### src/rtl/ntt_pipe_sched.sv
// Sequencer for a single-path-delay-feedback NTT/INTT pipeline: accepts one polynomial
// and derives per-stage enables and switch selects from one global advance counter.
module ntt_pipe_sched #(
  parameter int unsigned STAGES  = 7,
  parameter int unsigned MUL_LAT = 3,
  parameter int unsigned CNT_W   = $clog2((1 << (STAGES + 1)) + STAGES * MUL_LAT) + 1
) (
  input  logic              clk,
  input  logic              rst,
  input  logic              start,
  input  logic              mode,
  input  logic              in_valid,
  output logic              in_ready,
  output logic [STAGES-1:0] stage_en,
  output logic [STAGES-1:0] stage_sel,
  output logic              busy,
  output logic              done
);

  localparam int unsigned NB = 1 << STAGES;
  // Sum of stage delays is mode independent, so the final count is a constant.
  localparam int unsigned T_END = 2 * NB - 2 + (STAGES - 1) * MUL_LAT;

  typedef enum logic [1:0] {StIdle, StFeed, StDrain, StDone} state_e;

  state_e           state_q, state_d;
  logic [CNT_W-1:0] t_q, t_d;
  logic             mode_q, mode_d;
  logic             adv;

  always_ff @(posedge clk or posedge rst) begin
    if (rst) begin
      state_q <= StIdle;
      t_q     <= '0;
      mode_q  <= 1'b0;
    end else begin
      state_q <= state_d;
      t_q     <= t_d;
      mode_q  <= mode_d;
    end
  end

  always_comb begin
    state_d  = state_q;
    t_d      = t_q;
    mode_d   = mode_q;
    in_ready = 1'b0;
    busy     = 1'b0;
    done     = 1'b0;
    adv      = 1'b0;
    unique case (state_q)
      StIdle: begin
        if (start) begin
          state_d = StFeed;
          mode_d  = mode;
          t_d     = '0;
        end
      end
      StFeed: begin
        in_ready = 1'b1;
        busy     = 1'b1;
        adv      = in_valid;
        if (in_valid) begin
          t_d = t_q + 1'b1;
          // During FEED t equals the number of beats already accepted.
          if (t_q == CNT_W'(NB - 1)) state_d = StDrain;
        end
      end
      StDrain: begin
        busy = 1'b1;
        adv  = 1'b1;
        t_d  = t_q + 1'b1;
        if (t_q == CNT_W'(T_END)) state_d = StDone;
      end
      StDone: begin
        done    = 1'b1;
        state_d = StIdle;
      end
      default: state_d = StIdle;
    endcase
  end

  logic [CNT_W-1:0] dly [STAGES];
  logic [CNT_W-1:0] off [STAGES];

  always_comb begin : stage_ctrl
    logic [CNT_W-1:0] acc;
    logic [CNT_W-1:0] cnt;
    logic             act;
    acc       = '0;
    cnt       = '0;
    act       = 1'b0;
    stage_en  = '0;
    stage_sel = '0;
    for (int s = 0; s < STAGES; s++) begin
      dly[s] = mode_q ? (CNT_W'(1) << s) : (CNT_W'(1) << (STAGES - 1 - s));
      off[s] = acc;
      acc    = acc + dly[s] + CNT_W'(MUL_LAT);
      cnt    = t_q - off[s];
      act    = busy && (t_q >= off[s]) && (t_q < off[s] + CNT_W'(NB) + dly[s]);
      stage_en[s]  = adv & act;
      // dly is a power of two, so masking picks bit log2(dly) of the local count.
      stage_sel[s] = act & (|(cnt & dly[s]));
    end
  end

endmodule

### config.mk
export PLATFORM = sky130hd
export DESIGN_NAME = ntt_pipe_sched
export DESIGN_NICKNAME = d
export VERILOG_FILES = /design/src/rtl/ntt_pipe_sched.sv
export SDC_FILE = /design/constraint.sdc
export NUM_CORES = 1
export LEC_CHECK = 0
export CAP_MARGIN = 5
export CELL_PAD_IN_SITES_DETAIL_PLACEMENT = 1
export CELL_PAD_IN_SITES_GLOBAL_PLACEMENT = 1
export CORE_AREA = 2 2 75 70
export DETAILED_ROUTE_END_ITERATION = 8
export DIE_AREA = 0 0 77 72
export PLACE_DENSITY = 0.75
export SLEW_MARGIN = 15
export SYNTH_ARGS = -nofsm -noshare
export SYNTH_HDL_FRONTEND = slang
export SYNTH_SLANG_ARGS = --single-unit
### constraint.sdc
create_clock -name clk -period 2.89 [get_ports clk]
set_input_delay 0.4335 -clock clk [delete_from_list [all_inputs] [get_ports clk]]
set_output_delay 0.4335 -clock clk [all_outputs]
set_load 0.01 [all_outputs]
==> impl_metrics.csv <==
group,metric,value,unit
final_layout,final_cells,375,
timing,setup_violations,0,
detailed_routing,antenna_left,0,
timing,finalSetupTns,0,ns
logic_synthesis,syn_avg_cell_area,7.714,µm²
logic_synthesis,ys_async_sr_fraction,100.0,%
setup_path,r2r-start,"state_q[0]",
die,die_y,72,µm
cts,insertion_delay,0.24,ns
setup_path,worstPathRequired,2.46,ns
logic_synthesis,synth.area.top_cells,"ha_1 (18%), dfrtp_1 (17%), nor2_1 (5.0%)",
logic_synthesis,synth.most_common_cell,"ha_1",
logic_synthesis,ys_seq_area_share,16.60,%
final_layout,nNetsFinal,346,
setup_path,worst-path-buf-inv,3,
global_routing,grt_pass1_vias,2145,
placed_design,dp.cells,368,
die,start_util,41.30,%
detailed_routing,num_vias,2103,
logic_synthesis,synth_cells,254,
final_layout,fill_cells,636,
cts,clock_sink_count,13,
detailed_routing,totalWireLength,6836,µm
setup_path,ff2ff_path_depth,7,
pwr,finalPower,2.811,mW
logic_synthesis,synth_commonest_cells,"ha_1 (28), nor2_1 (26), nand2_1 (25)",
setup_path,cpLargestDelayFamily,"buffers and inverters",
pwr,ir_worst_vdd,0.5553,mV
logic_synthesis,synth-seq-cells,13,
timing,fmax,360.0,MHz
cts,clockRootBuffer,"clkbuf_8",
hold_path,hold_class,"input port to asynchronous set/reset pin",
cts,cts_tree,"built",
pwr,power_density,1066,nW/µm²
setup_path,end_kind,"primary output",
logic_synthesis,syn_nets,289,
global_routing,grt_pass1_wl,11160,µm
setup_path,crit_type,"register to primary output",
setup_path,path_cells,"inv_4 > ha_2 > inv_1 > o31ai_1 > xnor2_1 > mux2i_1 > nor2_1 > dlygate4sd2_1",
cts,cts_htree_levels,1,
global_routing,grt_antenna_before_repair,0,
flow_run,maxCapViolCount,0,
final_layout,fin_util,55.56,%
logic_synthesis,synth_top_flop_cell,"dfrtp_1",
final_layout,multi_input_area,1608,µm²
die,fp.dieArea,5544,µm²
logic_synthesis,yosys.area.top_type,"ha_1",
cts,cts_buffer_depth,2,
placed_design,gp_congestion,0.8506,
die,rows,24,
detailed_routing,wl_per_cell,18.23,µm
cts,cts_buffers,3,
setup_path,rr_endpoint,"t_q[3]",
die,core,4745,µm²
logic_synthesis,yosysWarnings,0,
final_layout,seq_area,326.6,µm²
detailed_routing,drt_first_pass_iters,4,
die,io-pin-count,22,
global_routing,track_usage,25.54,%
placed_design,io_buffers,21,
global_routing,globalRouteOverflowTotal,0,
logic_synthesis,yosysUniqueCellTypes,55,
die,die_x,77,µm
setup_path,cpMaxStageDelayCell,"dfrtp_1",
timing,rsz0062_at_grt,"yes",
logic_synthesis,synth_edf_count,0,
timing,relSlewSlack,62.35,%
setup_path,cp.arrival,2.34,ns
timing,min_period_over_period,96.11,%
detailed_routing,routed_via_density,5.608,
setup_path,start_kind,"register",
cts,clk_pin_slew_worst_paths,0.06,ns
detailed_routing,drtIter0Drc,115,
timing,finClkSkew,0.002087,ns
pwr,leakage,1.249,nW
final_layout,drive_gt1_share,25.48,%
detailed_routing,drcViolationCount,0,
placed_design,dp_hpwl,5253,µm
timing,drv_slew,0,
logic_synthesis,netlist.area_leader.share,17.88,%
final_layout,n_antenna_cell,0,
global_routing,grt_max_degree,16,
final_layout,area_growth,34.55,%
logic_synthesis,syn-cell-area,1959,µm²
timing,tightestPinTransition,0.5642,ns
timing,hold_viol_final,0,
setup_path,max_stage_delay,0.40,ns
outcome,run_status,"complete, no violations",
setup_path,crit_fanout,7,
setup_path,r2r_slack,0.77,ns
timing,min_period,2.778,ns
layout make-up:
| class | count | share of cell area (%) |
|---|---|---|
| Clock buffer | 4 | 1.709 |
| Sequential cell | 13 | 12.39 |
| Multi-Input combinational cell | 213 | 60.99 |
| Tap cell | 65 | 3.085 |
| Timing Repair Buffer | 65 | 19.60 |
| Inverter | 15 | 2.231 |
per-layer routing:
metal | track usage (%) | up-vias | share of wire [%]
met5 | 0 | - | 0
met4 | 2.976 | 0 | 0.47
met3 | 2.985 | 5 | 2.5
met2 | 41.62 | 33 | 46
met1 | 37.77 | 1042 | 51
li1 | - | 1023 | -
registers in the layout, indices dropped and copies added (netlist names):
signal,flops
t_q,10
mode_q,1
state_q,2
cells in the final DEF, fill, tap and decap left out, types with 3 or more instances in the layout:
cell | synthesis | final
o31ai_1 | 3 | 3
mux2i_1 | 3 | 3
inv_1 | 15 | 13
clkbuf_2 | 1 | 4
a21o_1 | 7 | 7
nor2_1 | 26 | 25
a31oi_1 | 4 | 4
or4_1 | 3 | 3
nand2b_1 | 3 | 3
o21ai_1 | 0 | 3
dfrtp_1 | 13 | 12
nand3_1 | 10 | 10
nor3_1 | 5 | 4
or3_1 | 5 | 5
a21oi_2 | 1 | 4
xnor2_1 | 6 | 6
nor2b_1 | 6 | 5
clkbuf_8 | 0 | 3
o21ai_0 | 14 | 11
dlygate4sd2_1 | 0 | 8
clkdlybuf4s50_1 | 0 | 7
nand2_1 | 25 | 25
buf_4 | 0 | 42
ha_2 | 0 | 4
a21oi_1 | 17 | 14
a22o_1 | 3 | 3
ha_1 | 28 | 23
o21bai_1 | 4 | 3
power by group:
| group | switching (mW) | total, mW | leakage, nW | internal (mW) |
|---|---|---|---|---|
| sequential | 0.0480 | 0.275 | 0.171 | 0.227 |
| clock | 0.0681 | 0.166 | 0.0228 | 0.0975 |
| combinational | 1.28 | 2.37 | 1.05 | 1.09 |
per-stage QoR:
| step | setup WS (ns) | cell area [µm²] | hold WS (ns) |
|---|---|---|---|
| 2_1_floorplan | 0.1979 | 1959 | 0.3105 |
| 3_3_place_gp | -0.1097 | 2506 | 0.5308 |
| 3_5_place_dp | -0.1283 | 2506 | 0.5623 |
| 4_1_cts | -0.003096 | 2600 | 0.5530 |
| 5_1_grt | -0.02462 | 2636 | 0.5784 |
| 6_report | 0.1124 | 2636 | 0.5403 |
logic make-up after synthesis:
| group | Yosys count | share of synthesized area (%) |
|---|---|---|
| adder cells (fa/ha/maj) | 30 | 19.92 |
| buffers and inverters | 28 | 6.194 |
| multiplexers | 5 | 2.682 |
| AND/OR/NAND/NOR | 101 | 27.39 |
| AO/OA/AOI/OAI | 69 | 23.63 |
| XOR/XNOR | 8 | 3.576 |
| flip-flops | 13 | 16.60 |
how the worst max path moves through the flow:
| stage | start | end | slack, ns | depth (start not counted) |
|---|---|---|---|---|
| after floorplan | mode_q | stage_sel[4] | 0.20 | 7 |
| after global placement | mode_q | stage_sel[1] | -0.11 | 10 |
| after detailed placement | mode_q | stage_sel[4] | -0.13 | 8 |
| after CTS | mode_q | stage_sel[2] | -0.003 | 10 |
| after global routing | mode_q | stage_en[3] | -0.02 | 9 |
| final | mode_q | stage_sel[5] | 0.11 | 8 |
repair_timing:
action | 4_1_cts | 5_1_grt
endpoints found under the hold margin | 0 | 0
setup endpoints to repair | 14 | 9
buffers inserted | 2 | 1
gates cloned | 0 | 0
gates resized for setup | 35 | 23
hold buffers | 0 | 0
pin swaps | 1 | 4
(Power assumes the default switching activity.)
